File: src/rtl/track_overlay_pkg.sv
// Shared tracker/overlay types: active video geometry, coordinate and pixel types.
package track_pkg;
  localparam int H_ACT = 640;
  localparam int V_ACT = 480;

  typedef logic [9:0]  coord_t;
  typedef logic [23:0] rgb_t;
endpackage

File: src/rtl/track_overlay_if.sv
// Point-update and pixel-stream bundle between Tracker, overlay and VGA output.
interface track_overlay_if;
  import track_pkg::*;

  coord_t i_pointH;
  coord_t i_pointV;
  logic   i_point_valid;
  rgb_t   i_RGB;
  logic   i_pixelVAL;
  coord_t i_H;
  coord_t i_V;
  rgb_t   o_RGB;
  logic   o_pixelVAL;
  coord_t o_H;
  coord_t o_V;
  logic   o_locked;

  modport slave (
    input  i_pointH, i_pointV, i_point_valid, i_RGB, i_pixelVAL, i_H, i_V,
    output o_RGB, o_pixelVAL, o_H, o_V, o_locked
  );

  modport master (
    output i_pointH, i_pointV, i_point_valid, i_RGB, i_pixelVAL, i_H, i_V,
    input  o_RGB, o_pixelVAL, o_H, o_V, o_locked
  );
endinterface

File: src/rtl/track_overlay_hit.sv
// Combinational crosshair membership test of a pixel against the active point.
module crosshair_hit
  import track_pkg::*;
#(
  parameter int ARM    = 8,
  parameter int HALF_W = 1
) (
  input  coord_t i_H,
  input  coord_t i_V,
  input  coord_t activeH,
  input  coord_t activeV,
  input  logic   locked,
  output logic   hit
);

  logic signed [10:0] dH;
  logic signed [10:0] dV;
  logic        [10:0] absH;
  logic        [10:0] absV;
  logic               horzArm;
  logic               vertArm;

  assign dH = $signed({1'b0, i_H}) - $signed({1'b0, activeH});
  assign dV = $signed({1'b0, i_V}) - $signed({1'b0, activeV});

  // Coordinates are 10-bit so differences never reach -1024; negation cannot overflow.
  assign absH = dH[10] ? $unsigned(-dH) : $unsigned(dH);
  assign absV = dV[10] ? $unsigned(-dV) : $unsigned(dV);

  assign horzArm = (absH <= 11'(ARM)) && (absV <= 11'(HALF_W));
  assign vertArm = (absV <= 11'(ARM)) && (absH <= 11'(HALF_W));
  assign hit     = locked && (horzArm || vertArm);

endmodule

File: src/rtl/track_overlay.sv
// Crosshair overlay: tear-free point commit at frame start, loss timeout, 1-cycle pixel pipe.
module track_overlay
  import track_pkg::*;
#(
  parameter int   ARM         = 8,
  parameter int   HALF_W      = 1,
  parameter int   LOST_FRAMES = 4,
  parameter rgb_t MARK_RGB    = 24'hFF0000
) (
  input logic         i_clk,
  input logic         i_rst_n,
  track_overlay_if.slave px
);

  coord_t     pendH, pendV, pendHNext, pendVNext;
  logic       pendFlag, pendFlagNext;
  coord_t     activeH, activeV, activeHNext, activeVNext;
  logic [3:0] missCnt, missNext;
  logic       locked, lockedNext;
  logic       fs;
  logic       hit;

  function automatic coord_t clampCoord(input coord_t c, input int maxC);
    return (c > coord_t'(maxC)) ? coord_t'(maxC) : c;
  endfunction

  function automatic logic [3:0] satInc(input logic [3:0] c);
    return (c == 4'hF) ? c : c + 4'd1;
  endfunction

  assign fs = px.i_pixelVAL && (px.i_H == '0) && (px.i_V == '0);

  always_comb begin
    pendHNext    = pendH;
    pendVNext    = pendV;
    pendFlagNext = pendFlag;
    activeHNext  = activeH;
    activeVNext  = activeV;
    missNext     = missCnt;
    lockedNext   = locked;
    if (px.i_point_valid) begin
      pendHNext    = clampCoord(px.i_pointH, H_ACT - 1);
      pendVNext    = clampCoord(px.i_pointV, V_ACT - 1);
      pendFlagNext = 1'b1;
    end
    // Commit uses the pending value from before this cycle's strobe.
    if (fs) begin
      if (pendFlag) begin
        activeHNext = pendH;
        activeVNext = pendV;
        missNext    = '0;
        lockedNext  = 1'b1;
        if (!px.i_point_valid) pendFlagNext = 1'b0;
      end else begin
        missNext = satInc(missCnt);
        if (({1'b0, missCnt} + 5'd1) >= 5'(LOST_FRAMES)) lockedNext = 1'b0;
      end
    end
  end

  // Frame-start pixel sees the freshly committed point via the next-state values.
  crosshair_hit #(.ARM(ARM), .HALF_W(HALF_W)) uHit (
    .i_H     (px.i_H),
    .i_V     (px.i_V),
    .activeH (activeHNext),
    .activeV (activeVNext),
    .locked  (lockedNext),
    .hit     (hit)
  );

  always_ff @(posedge i_clk) begin
    if (!i_rst_n) begin
      pendH         <= '0;
      pendV         <= '0;
      pendFlag      <= 1'b0;
      activeH       <= '0;
      activeV       <= '0;
      missCnt       <= '0;
      locked        <= 1'b0;
      px.o_RGB      <= '0;
      px.o_pixelVAL <= 1'b0;
      px.o_H        <= '0;
      px.o_V        <= '0;
    end else begin
      pendH         <= pendHNext;
      pendV         <= pendVNext;
      pendFlag      <= pendFlagNext;
      activeH       <= activeHNext;
      activeV       <= activeVNext;
      missCnt       <= missNext;
      locked        <= lockedNext;
      px.o_RGB      <= (px.i_pixelVAL && hit) ? MARK_RGB : px.i_RGB;
      px.o_pixelVAL <= px.i_pixelVAL;
      px.o_H        <= px.i_H;
      px.o_V        <= px.i_V;
    end
  end

  assign px.o_locked = locked;

endmodule

File: src/flat_wrapper.sv
// flat-port wrapper written by rule: the top's interface ports become plain ports
module track_overlay_flat import track_pkg::*;
#(
  parameter int   ARM         = 8,
  parameter int   HALF_W      = 1,
  parameter int   LOST_FRAMES = 4,
  parameter rgb_t MARK_RGB    = 24'hFF0000
)
  (i_clk, i_rst_n, px_i_pointH, px_i_pointV, px_i_point_valid, px_i_RGB, px_i_pixelVAL, px_i_H, px_i_V, px_o_RGB, px_o_pixelVAL, px_o_H, px_o_V, px_o_locked);
  track_overlay_if px_i ();
  input logic i_clk;
  input logic i_rst_n;
  input wire logic [$bits(px_i.i_pointH)-1:0] px_i_pointH;
  input wire logic [$bits(px_i.i_pointV)-1:0] px_i_pointV;
  input wire logic [$bits(px_i.i_point_valid)-1:0] px_i_point_valid;
  input wire logic [$bits(px_i.i_RGB)-1:0] px_i_RGB;
  input wire logic [$bits(px_i.i_pixelVAL)-1:0] px_i_pixelVAL;
  input wire logic [$bits(px_i.i_H)-1:0] px_i_H;
  input wire logic [$bits(px_i.i_V)-1:0] px_i_V;
  output wire logic [$bits(px_i.o_RGB)-1:0] px_o_RGB;
  output wire logic [$bits(px_i.o_pixelVAL)-1:0] px_o_pixelVAL;
  output wire logic [$bits(px_i.o_H)-1:0] px_o_H;
  output wire logic [$bits(px_i.o_V)-1:0] px_o_V;
  output wire logic [$bits(px_i.o_locked)-1:0] px_o_locked;
  assign px_i.i_pointH = px_i_pointH;
  assign px_i.i_pointV = px_i_pointV;
  assign px_i.i_point_valid = px_i_point_valid;
  assign px_i.i_RGB = px_i_RGB;
  assign px_i.i_pixelVAL = px_i_pixelVAL;
  assign px_i.i_H = px_i_H;
  assign px_i.i_V = px_i_V;
  assign px_o_RGB = px_i.o_RGB;
  assign px_o_pixelVAL = px_i.o_pixelVAL;
  assign px_o_H = px_i.o_H;
  assign px_o_V = px_i.o_V;
  assign px_o_locked = px_i.o_locked;
  track_overlay #(.ARM(ARM), .HALF_W(HALF_W), .LOST_FRAMES(LOST_FRAMES), .MARK_RGB(MARK_RGB)) u_core (.i_clk(i_clk), .i_rst_n(i_rst_n), .px(px_i));
endmodule
File: config.mk
export PLATFORM = sky130hd
export DESIGN_NAME = track_overlay_flat
export DESIGN_NICKNAME = d
export VERILOG_FILES = /design/src/rtl/track_overlay_pkg.sv /design/src/rtl/track_overlay_if.sv /design/src/rtl/track_overlay_hit.sv /design/src/rtl/track_overlay.sv /design/src/flat_wrapper.sv
export SDC_FILE = /design/constraint.sdc
export NUM_CORES = 1
export LEC_CHECK = 0
export ABC_CLOCK_PERIOD_IN_PS = 18100
export CAP_MARGIN = 5
export CORE_AREA = 3 3 104 106
export CTS_CLUSTER_SIZE = 8
export DETAILED_ROUTE_END_ITERATION = 12
export DIE_AREA = 0 0 107 109
export GPL_ROUTABILITY_DRIVEN = 0
export PLACE_DENSITY_LB_ADDON = 0.12
export SLEW_MARGIN = 40
export SYNTH_ARGS = -nofsm -noshare
export SYNTH_HDL_FRONTEND = slang
export SYNTH_SLANG_ARGS = --single-unit
File: constraint.sdc
create_clock -name i_clk -period 18.1 [get_ports i_clk]
set_input_delay 3.62 -clock i_clk [delete_from_list [all_inputs] [get_ports i_clk]]
set_output_delay 3.62 -clock i_clk [all_outputs]
set_load 0.01 [all_outputs]
==> results.toml, run 1 <==
[routing]
wl_um = 12400
routedWlPerCell_um = 16.1
vias = 4261
drt_first_pass_iters = 5
drc_errors = 0
detail-route-antenna-nets = 0
drt_iter0_markers = 163
avgViaCountPerCell = 5.55

[synth]
ys_ff_latch = 91
synth_cell_types = 78
synthFlopType = "dfxtp_1"
syn_area_per_cell_um2 = 9.40
synth_top_area_share = 0.369
synth_top_cell_by_area = "dfxtp_1"
synth_edf_count = 0
synthArstFlopShare = 0
yosysWarningCount = 0
syn_inst = 526
syn_area_um2 = 4940
synthTopCellsByArea = "dfxtp_1 (37%), ha_1 (5.6%), and2_1 (3.8%)"
yosysSeqAreaShare = 0.369
syn-num-nets = 618

[sta]
setup_tns_ns = 0
hold_viol = 0
finalCritPeriodShare = 0.546
rsz0062_at_grt = "false"
finalCriticalPeriod_ns = 9.88
setup_slack_ns = 8.22
drv_slew = 0
setup_viol = 0
slew_headroom = 0.512
tightest_slew_ns = 0.733
fin_skew_ns = 0.0116
fmax_mhz = 101
fin_hold_ws_ns = 0.459

[clock_tree]
numCtsBuffers = 9
clock-sinks = 91
cts_tree = "yes"
root_buffer = "clkbuf_8"
cts_resized = 0
clock_path_buffers = 2
clk_pin_slew_ns = 0.09
cts_max_level = 3
postCtsSetupRepairBufs = 0
insertion_delay_ns = 0.36
hold_buffers = 0

[outcome]
status = "complete, no violations"

[power]
p_total_mw = 0.422
p_leak_nw = 2.58
powerDensity_nw_per_um2 = 66.8
irDropWorstVdd_mv = 0.0366

[die]
fp.coreArea_um2 = 9860
start_util = 0.501
chipHeight_um = 109
row_count = 36
dieArea_um2 = 11700
die_w_um = 107
ios = 114

[setup_path]
crit_required_ns = 18.36
crit_type = "input pin to flip-flop"
end_kind = "flip-flop"
critPathLaunchType = "input pin"
crit_fanout = 14
cp.arrival_ns = 10.14

[placement]
hpwl_um = 9560
io_buffers = 113
dpl_cell_area_um2 = 6150
dp_slack_ns = 7.94
dp_cells = 752

[finish]
stdcell_count = 768
final_cell_mix = "clkdlybuf4s50_1 (111), dfxtp_1 (91), a21oi_1 (31)"
multi_input_area_um2 = 2940
final_core_util = 0.640
layout_commonest_cell = "clkdlybuf4s50_1"
antenna_cells = 0
area_growth_syn_to_layout_pct = 27.8
fillers = 828
drive_gt1_frac = 0.0961
ff_latch_area_um2 = 1820
finalInstanceArea_um2 = 6320
num-nets-final = 722

[grt]
grt_max_degree = 92
grt_pass1_wl_um = 19700
antenna_found_initial = 0
grt.total_usage = 0.212
grt_pass1_vias = 4095
grt-ovfl-total = 0

[hold_path]
hold_class = "flip-flop to flip-flop"

[job]
cap_violations = 0
[where the power goes]
group / internal (mW) / switching (mW)
Sequential: 0.209 / 0.00416
Clock: 0.0542 / 0.0706
Combinational: 0.0449 / 0.0398
Total: 0.308 / 0.115
[worst max-delay path: stages]
cell and delay (ns):
clkdlybuf4s50_1 0.48, nor4b_1 0.55, and4_1 0.53, nand3_1 0.53
mux2i_1 0.60, inv_1 0.12, fa_1 0.44, nand2b_1 0.18
a21oi_1 0.46, nor2_1 0.17, o31ai_1 0.50, nor2_1 0.23
a31o_1 0.24, a221oi_2 0.27, o2111ai_1 0.20, nor4_4 0.50
buf_4 0.29, and3b_2 0.21
[final cells by class]
class                   instances  share of cell area
inverters                      17              0.0101
flip-flops and latches         91               0.288
repair buffers                117               0.182
clock inverters                 3             0.00337
clock buffers                  13              0.0236
well taps                     133              0.0263
multi-input cells             394               0.466
[Yosys cell counts, types with 5 or more instances]
| library cell | number |
|---|---|
| dfxtp_1 | 91 |
| a21oi_1 | 31 |
| and2_1 | 30 |
| nor2_1 | 30 |
| o21ai_0 | 23 |
| ha_1 | 22 |
| nor2b_1 | 20 |
| nand2_1 | 18 |
| inv_1 | 17 |
| mux2i_1 | 17 |
| clkbuf_1 | 16 |
| nand2b_1 | 15 |
| o221a_2 | 13 |
| and3b_1 | 12 |
| o21a_1 | 12 |
| nor3_1 | 9 |
| xor2_1 | 9 |
| nand4_1 | 8 |
| xnor2_1 | 8 |
| a21boi_0 | 6 |
| a31oi_1 | 6 |
| nand3_1 | 6 |
| nor4_1 | 6 |
| and3_1 | 5 |
| nand3b_1 | 5 |
[state kept, by name, summed over array words and instances (netlist names)]
signal	count
u_core.px.o_H	10
u_core.px.o_pixelVAL	1
u_core.pendFlag	1
u_core.pendV	10
u_core.pendH	10
u_core.missCnt	4
u_core.px.o_locked	1
u_core.activeH	10
u_core.activeV	10
u_core.px.o_V	10
u_core.px.o_RGB	24
[final timing paths]
check / from / to / slack, ns / cells past startpoint
min: u_core.pendV[9]$_SDFFE_PN0P_ / u_core.pendV[9]$_SDFFE_PN0P_ / 0.46 / 2
max: px_i_H[1] / u_core.px.o_RGB[15]$_SDFF_PP0_ / 8.22 / 18
max reg2reg: u_core.pendFlag$_SDFF_PN0_ / u_core.px.o_RGB[15]$_SDFF_PP0_ / 12.40 / 15
min reg2reg: u_core.pendV[9]$_SDFFE_PN0P_ / u_core.pendV[9]$_SDFFE_PN0P_ / 0.46 / 2
[cell families (layout without fill, tap and decap cells)]
group	count (synthesis)	in the layout	synth area share
and+or+nand+nor	196	196	0.254
adders and majority gates	24	24	0.0638
muxes	20	20	0.0420
DFF	91	91	0.369
AOI/OAI and AO/OA	137	137	0.206
buffers and inverters	41	150	0.0357
xor gates and xnor gates	17	17	0.0301
[per-layer routing]
layer	wire length [µm]	GRT usage	share of wire
met3	527	0.0420	0.043
met2	5950	0.343	0.48
met5	0	0	0
met1	5680	0.283	0.46
met4	228	0.0740	0.018
Note: power is estimated with default switching activity, not from simulation.
==> inputs of run 2 (changes only) <==
--- a/config.mk
+++ b/config.mk
@@ -5,7 +5,7 @@
 export SDC_FILE = /design/constraint.sdc
 export NUM_CORES = 1
 export LEC_CHECK = 0
-export ABC_CLOCK_PERIOD_IN_PS = 18100
+export ABC_CLOCK_PERIOD_IN_PS = 9800
 export CAP_MARGIN = 5
 export CORE_AREA = 3 3 104 106
 export CTS_CLUSTER_SIZE = 8
==> constraint.sdc (replaced) <==
create_clock -name i_clk -period 9.8 [get_ports i_clk]
set_input_delay 1.96 -clock i_clk [delete_from_list [all_inputs] [get_ports i_clk]]
set_output_delay 1.96 -clock i_clk [all_outputs]
set_load 0.01 [all_outputs]
==> results.toml, run 2 (same netlist as run 1, synthesis figures left out) <==
[grt]
grt-ovfl-total = 0
grt_max_degree = 92
antenna_found_initial = 0
grt_pass1_vias = 4065
grt.total_usage = 0.215
grt_pass1_wl_um = 20100

[setup_path]
reg2reg_slack_ns = 4.72
cp.arrival_ns = 7.87
crit_required_ns = 10.06
worstRegToRegCells = 16
r2r_end = "u_core.px.o_RGB[15]$_SDFF_PP0_"
end_kind = "flip-flop"
crit_type = "input pin to flip-flop"
crit_fanout = 15
critPathLaunchType = "input pin"
timing.rr.start = "u_core.pendFlag$_SDFF_PN0_"

[clock_tree]
root_buffer = "clkbuf_8"
hold_buffers = 0
cts_resized = 0
numCtsBuffers = 9
insertion_delay_ns = 0.36
clock-sinks = 91
cts_max_level = 3
clk_pin_slew_ns = 0.09
postCtsSetupRepairBufs = 0
cts_tree = "yes"
clock_path_buffers = 2

[finish]
top_register = "u_core.px.o_RGB"
layout_commonest_cell = "clkdlybuf4s50_1"
antenna_cells = 0
finalInstanceArea_um2 = 6340
largest_reg_flops = 24
area_growth_syn_to_layout_pct = 28.3
final_cell_mix = "clkdlybuf4s50_1 (111), dfxtp_1 (91), a21oi_1 (31)"
stdcell_count = 770
num-nets-final = 724
final_core_util = 0.643
drive_gt1_frac = 0.102

[power]
irDropWorstVdd_mv = 0.0765
p_total_mw = 0.788
powerDensity_nw_per_um2 = 124
p_leak_nw = 2.59

[placement]
dp_cells = 754
dp_slack_ns = 1.88
dpl_cell_area_um2 = 6160
io_buffers = 113
hpwl_um = 9540

[hold_path]
hold_class = "flip-flop to flip-flop"
hp-start = "u_core.pendV[9]$_SDFFE_PN0P_"
hold_path_end = "u_core.pendV[9]$_SDFFE_PN0P_"
whs_path_depth = 2

[die]
chipHeight_um = 109
dieArea_um2 = 11700
start_util = 0.501
die_w_um = 107
ios = 114
row_count = 36
fp.coreArea_um2 = 9860

[sta]
hold_viol = 0
fin_hold_ws_ns = 0.434
tightest_slew_ns = 0.745
fmax_mhz = 131
setup_tns_ns = 0
drv_slew = 0
finalCriticalPeriod_ns = 7.61
setup_slack_ns = 2.19
fin_skew_ns = 0.00547
rsz0062_at_grt = "false"
setup_viol = 0
slew_headroom = 0.504
finalCritPeriodShare = 0.777

[job]
cap_violations = 0

[routing]
detail-route-antenna-nets = 0
drt_iter0_markers = 228
dr_wl_met3_um = 651
drc_errors = 0
routedWlPerCell_um = 16.3
vias = 4285
top_layer = "met4"
drt_first_pass_iters = 6
wl_met1_um = 5840
avgViaCountPerCell = 5.56
dr_wl_met2_um = 5820
wl_um = 12500

[outcome]
status = "complete, no violations"
==> run 2: how the worst max path moves through the flow <==
stage                   start                              to  slack (ns)
finish              px_i_V[1]  u_core.px.o_RGB[15]$_SDFF_PP0_        2.19
detailed placement  px_i_H[1]  u_core.px.o_RGB[15]$_SDFF_PP0_        1.88
CTS                 px_i_H[1]  u_core.px.o_RGB[15]$_SDFF_PP0_        2.27
global placement    px_i_V[1]  u_core.px.o_RGB[15]$_SDFF_PP0_        1.92
floorplan           px_i_H[5]  u_core.px.o_RGB[13]$_SDFF_PP0_        3.26
global route        px_i_V[1]  u_core.px.o_RGB[15]$_SDFF_PP0_        1.66
==> run 2: final cells by class <==
cell class	count	area (µm²)
fill	841	3530
multi-input combinational	394	2940
sequential	91	1820
timing repair buffer	119	1170
tap	133	166
clock buffer	11	141
inverter	17	63.8
clock inverter	5	35.0
==> run 2: metal layers <==
layer	vias to the layer above	track usage
met1	2003	0.300
li1	2146	-
met2	115	0.341
met4	0	0.0658
met5	-	0
met3	21	0.0367
==> run 2: critical path, cell delays in order <==
cell and delay (ns):
clkdlybuf4s50_1 0.49, nor4b_1 0.52, and4_1 0.53, nand3_1 0.15
buf_4 0.22, mux2_2 0.31, ha_1 0.22, fa_1 0.40
nand2b_1 0.18, a21oi_1 0.44, nor2_1 0.17, o31ai_1 0.45
nor2_1 0.22, a31o_1 0.23, a221oi_2 0.23, o2111ai_1 0.19
nor4_4 0.45, buf_4 0.28, and3b_2 0.22
==> run 2: power by group <==
part / internal [mW] / total [mW] / switching [mW]
clock: 0.100 / 0.238 / 0.137
sequential: 0.385 / 0.392 / 0.00727
combinational: 0.0829 / 0.158 / 0.0750
total: 0.568 / 0.788 / 0.220
